==> src/rtl/alu_exec_unit.sv <==
// Execute-stage ALU: one op per handshake, single-cycle logic ops,
// iterative one-bit-per-cycle shifts, branch compare and squash support.
module alu_exec_unit #(
  parameter int WIDTH = 32,
  parameter int TAG_W = 5
) (
  input  logic             clk,
  input  logic             rst_n,
  input  logic             flush,
  input  logic             in_valid,
  output logic             in_ready,
  input  logic [3:0]       in_op,
  input  logic [WIDTH-1:0] in_a,
  input  logic [WIDTH-1:0] in_b,
  input  logic [TAG_W-1:0] in_tag,
  output logic             out_valid,
  input  logic             out_ready,
  output logic [WIDTH-1:0] out_result,
  output logic             out_taken,
  output logic [TAG_W-1:0] out_tag
);

  localparam int SW = $clog2(WIDTH);

  typedef enum logic {IDLE, SHIFT} state_t;

  state_t           state, state_n;
  logic [SW-1:0]    cnt, cnt_n;
  logic [WIDTH-1:0] acc, acc_n, sh1;
  logic [3:0]       sop;
  logic [TAG_W-1:0] stag;
  logic [SW-1:0]    shamt;
  logic             is_sh, take, out_free;
  logic [WIDTH-1:0] res;
  logic             tk, lt;
  logic             load, load_tk;
  logic [WIDTH-1:0] load_res;
  logic [TAG_W-1:0] load_tag;

  assign out_free = !out_valid || out_ready;
  assign in_ready = (state == IDLE) && out_free && !flush;
  assign take     = in_valid && in_ready;
  assign shamt    = in_b[SW-1:0];
  assign lt       = $signed(in_a) < $signed(in_b);
  assign is_sh    = (in_op == 4'b0011) || (in_op == 4'b0100)
                 || (in_op == 4'b0110);

  always_comb begin
    res = '0;
    tk  = 1'b0;
    case (in_op)
      4'b0000: res = in_a & in_b;
      4'b0001: res = in_a | in_b;
      4'b0010: res = in_a + in_b;
      4'b0101: res = in_a - in_b;
      4'b0111: res = {{(WIDTH-1){1'b0}}, lt};
      4'b1100: res = in_a ^ in_b;
      4'b1101: res = in_b;
      4'b1000: tk  = in_a == in_b;
      4'b1001: tk  = in_a != in_b;
      4'b1010: tk  = lt;
      4'b1011: tk  = !lt;
      // zero-amount shifts complete immediately
      4'b0011, 4'b0100, 4'b0110: res = in_a;
      default: res = '0;
    endcase
  end

  always_comb begin
    unique case (1'b1)
      (sop == 4'b0011): sh1 = {acc[WIDTH-2:0], 1'b0};
      (sop == 4'b0100): sh1 = {1'b0, acc[WIDTH-1:1]};
      default:          sh1 = {acc[WIDTH-1], acc[WIDTH-1:1]};
    endcase
  end

  always_comb begin
    state_n  = state;
    cnt_n    = cnt;
    acc_n    = acc;
    load     = 1'b0;
    load_res = res;
    load_tk  = tk;
    load_tag = in_tag;
    case (state)
      IDLE: begin
        if (take) begin
          if (is_sh && shamt != '0) begin
            state_n = SHIFT;
            cnt_n   = shamt;
            acc_n   = in_a;
          end else begin
            load = 1'b1;
          end
        end
      end
      SHIFT: begin
        if (cnt != '0) begin
          acc_n = sh1;
          cnt_n = cnt - 1'b1;
        end
        // finish now, or park at cnt==0 until the output frees
        if (cnt <= SW'(1) && out_free) begin
          load     = 1'b1;
          load_res = (cnt != '0) ? sh1 : acc;
          load_tk  = 1'b0;
          load_tag = stag;
          state_n  = IDLE;
        end
      end
      default: state_n = IDLE;
    endcase
  end

  always_ff @(posedge clk or negedge rst_n) begin
    if (!rst_n) begin
      state      <= IDLE;
      cnt        <= '0;
      acc        <= '0;
      sop        <= '0;
      stag       <= '0;
      out_valid  <= 1'b0;
      out_result <= '0;
      out_taken  <= 1'b0;
      out_tag    <= '0;
    end else if (flush) begin
      state     <= IDLE;
      cnt       <= '0;
      out_valid <= 1'b0;
    end else begin
      state <= state_n;
      cnt   <= cnt_n;
      acc   <= acc_n;
      if (take) begin
        sop  <= in_op;
        stag <= in_tag;
      end
      if (load) begin
        out_valid  <= 1'b1;
        out_result <= load_res;
        out_taken  <= load_tk;
        out_tag    <= load_tag;
      end else if (out_ready) begin
        out_valid <= 1'b0;
      end
    end
  end

endmodule

==> config.mk <==
export PLATFORM = sky130hd
export DESIGN_NAME = alu_exec_unit
export DESIGN_NICKNAME = d
export VERILOG_FILES = /design/src/rtl/alu_exec_unit.sv
export SDC_FILE = /design/constraint.sdc
export NUM_CORES = 1
export LEC_CHECK = 0
export CELL_PAD_IN_SITES_DETAIL_PLACEMENT = 0
export CELL_PAD_IN_SITES_GLOBAL_PLACEMENT = 1
export CORE_ASPECT_RATIO = 1.5
export CORE_MARGIN = 2
export CORE_UTILIZATION = 43
export DETAILED_ROUTE_END_ITERATION = 12
export MAX_ROUTING_LAYER = met4
export PLACE_DENSITY_LB_ADDON = 0.1
export SYNTH_ARGS = -nofsm -noshare
export SYNTH_HDL_FRONTEND = slang
export SYNTH_SLANG_ARGS = --single-unit
==> constraint.sdc <==
create_clock -name clk -period 2.6 [get_ports clk]
set_input_delay 0.52 -clock clk [delete_from_list [all_inputs] [get_ports clk]]
set_output_delay 0.52 -clock clk [all_outputs]
set_load 0.005 [all_outputs]
==> impl_metrics.json, run 1 <==
{
  "end_kind": "flip-flop",
  "setup_ws_ps": -36.58,
  "ys.flop_type": "dfrtp_1",
  "dieArea_sq_mm": 0.02548,
  "yosysTopAreaCell": "dfrtp_1",
  "busiest_layer": "met2",
  "wl_per_cell_um": 21.69,
  "numCtsBuffers": 9,
  "r2r-start": "cnt[1]",
  "die_w_um": 131.0,
  "cts.sinks": 86,
  "p_per_area_mw_per_mm2": 441.0,
  "drv_cap": 0,
  "netlist_instances": 1404,
  "outcome": "complete, but fails checks",
  "rsz0062_at_grt": "true",
  "synthesis.nets": 1594,
  "fin_setup_tns_ps": -138.6,
  "r2r_setup_slack_ps": 270,
  "drive_gt1_share_pct": 43.92,
  "start_util_pct": 43.83,
  "rr_endpoint": "out_result[29]",
  "crit_type": "in2reg",
  "final_util_pct": 73.50,
  "maxSlewHeadroom_pct": 57.51,
  "seq_area_sq_mm": 0.002153,
  "cts_tree": "yes",
  "areaGrowthSynthToFinish_pct": 67.71,
  "met2_usage_pct": 64.71,
  "grt_pass1_vias": 13240,
  "slew_violations": 0,
  "yosys-top-cells-area": "dfrtp_1, ha_1, a21oi_1, nand2_1, o21ai_0",
  "crit_start": "in_a[0]",
  "cp_data_required_time_ps": 2840,
  "final_cells": 2244,
  "synth-seq-area-share_pct": 20.68,
  "cp_data_arrival_time_ps": 2870,
  "numPortBuffers": 117,
  "synthDistinctLibCells": 79,
  "netlist_area_sq_mm": 0.01040,
  "gp_congestion": 0.9846,
  "report.final.setup_viol": 6,
  "ant_nets": 0,
  "ys_async_sr_fraction_pct": 100.0,
  "layout_min_cycle_time_ps": 2637,
  "die_h_um": 194.5,
  "r2r_cells": 13,
  "cts.reportedPaths.clkPinSlew_ps": 70,
  "violations": "negative setup slack",
  "hold_class": "in2async",
  "detailedRoute.firstPassIterationCount": 5,
  "finClkSkew_ps": 12.78,
  "wirelength_um": 48680,
  "synthTopCellsByCount": "nand2_1, a21oi_1, o21ai_0",
  "synth_top_area_share_pct": 20.68,
  "drt_iter0_drc": 1100,
  "htree_levels": 3,
  "vias": 13410,
  "synth_area_per_cell_sq_um": 7.411,
  "synth_most_common_cell": "nand2_1",
  "period_share_pct": 101.4,
  "drc": 0,
  "clk_path_buf_depth": 2,
  "grt_pass1_wl_um": 72700,
  "holdBufCountCts": 0,
  "grt_max_degree": 53,
  "ys_ff_latch": 86,
  "placed_cells": 2169,
  "yosys_warnings": 0,
  "synth_edf_count": 0,
  "preCtsSetupSlack_ps": -1127,
  "hold_viol_final": 0,
  "leakagePower_nw": 7.632,
  "crit_fanout": 3,
  "total_power_mw": 7.696,
  "clockRootBuffer": "clkbuf_16",
  "insertion_delay_ps": 360,
  "multi_input_area_sq_mm": 0.009204,
  "ir_worst_vdd_uv": 356.5,
  "core_area_sq_mm": 0.02374,
  "grt_antenna_before_repair": 1,
  "critPathLaunchType": "input port",
  "boundaryPins": 118,
  "overflow": 0,
  "grt_usage_pct": 37.89,
  "vias_per_cell": 5.976,
  "rows": 69,
  "max_freq_ghz": 0.3793,
  "met3_usage_pct": 3.743,
  "gr-usage-met1_pct": 45.25,
  "finalNetCount": 2109,
  "tightest_slew_ps": 632.0,
  "dp_hpwl_um": 37610,
  "n_fill_cell": 1889
}
worst max-delay path by stage:
stage                      to  slack (ps)  depth (start not counted)
6_report        out_result[0]         -40                         14
5_1_grt        out_result[22]        -130                         14
4_1_cts        out_result[30]         -80                         14
3_5_place_dp   out_result[17]       -1130                         10
3_3_place_gp   out_result[17]       -1170                         10
2_1_floorplan  out_result[18]         -20                         12
registers in the layout (all words and copies together), names as in the netlist:
signal,flops
acc,32
state,1
out_valid,1
cnt,5
stag,5
sop,4
out_tag,5
out_taken,1
out_result,32
per-layer routing:
layer	wire (um)	up-vias
met1	19380	6485
li1	-	6170
met5	0	-
met2	24310	612
met3	2900	143
met4	2087	0
placed cells by master (no fill, tap or decap), types with 9 or more instances in the layout:
master and count:
a21o_1 20, a21oi_1 88, a21oi_2 30, a21oi_4 14, a221o_1 13, a221oi_1 13
a22oi_1 26, a31oi_1 13, buf_12 9, buf_2 15, buf_4 438, buf_6 45
clkbuf_16 9, clkbuf_2 18, clkdlybuf4s50_1 54, dfrtp_1 85, dlymetal6s2s_1 10, ha_1 48
ha_2 14, ha_4 48, inv_1 37, inv_2 51, mux2i_1 58, nand2_1 159
nand3_1 26, nand4_1 15, nor2_1 84, nor2b_1 11, nor3_1 21, nor4_1 11
o211ai_1 18, o21ai_0 108, o21ai_2 11, o21bai_1 9, o22ai_1 16, o31ai_1 10
xnor2_1 12
power by group:
group	internal, mW	total [mW]	leakage (nW)	switching, mW
clock network	0.753	1.35	0.143	0.596
logic	2.10	4.23	6.43	2.12
registers	1.73	2.12	1.06	0.391
total	4.59	7.70	7.63	3.11
worst max-delay path: stages:
cell and delay, ps:
buf_8 90, inv_4 30, ha_4 160, fa_2 370, nor2_4 120, o311ai_4 130, a211oi_4 350, o2111ai_4 190
buf_4 180, a21oi_2 170, o31ai_4 100, a31oi_1 240, a21oi_1 60, o22a_1 170
area by class of cell:
class	instances	share of cell area [%]
Tap cell	319	2.287
Clock inverter	6	0.3943
Antenna cell	1	0.01434
Sequential cell	86	12.34
Clock buffer	10	1.312
Multi-Input combinational cell	1118	52.74
Inverter	99	2.337
Timing Repair Buffer	605	28.57
cell families after synthesis:
group,count (synthesis),share of synthesized area (%)
AOI/OAI and AO/OA,511,31.85
DFF,86,20.68
adders and majority gates,112,13.61
xor gates and xnor gates,13,1.094
muxes,66,6.445
and+or+nand+nor,416,18.83
buffers and inverters,200,7.479
per-stage QoR:
stage | hold slack (ps) | instance area [sq um]
after floorplan | 224.4 | 10670
after global placement | 461.9 | 15190
after detailed placement | 474.1 | 15190
after CTS | 157.4 | 16800
after global routing | 179.4 | 17450
final | 141.2 | 17450
repair_timing:
item,in CTS,in global routing
gates cloned,0,0
buffers inserted,42,23
gates resized for setup,371,185
pin swaps,119,109
setup endpoints to repair,31,37
No activity file was read; power rests on OpenSTA's default activity.
==> run 2, diff against run 1 <==
- CTS_CLUSTER_SIZE: not set -> 8
==> results of run 2 <==
Same layout as run 1: the final DEF is identical, and so are final timing and power.
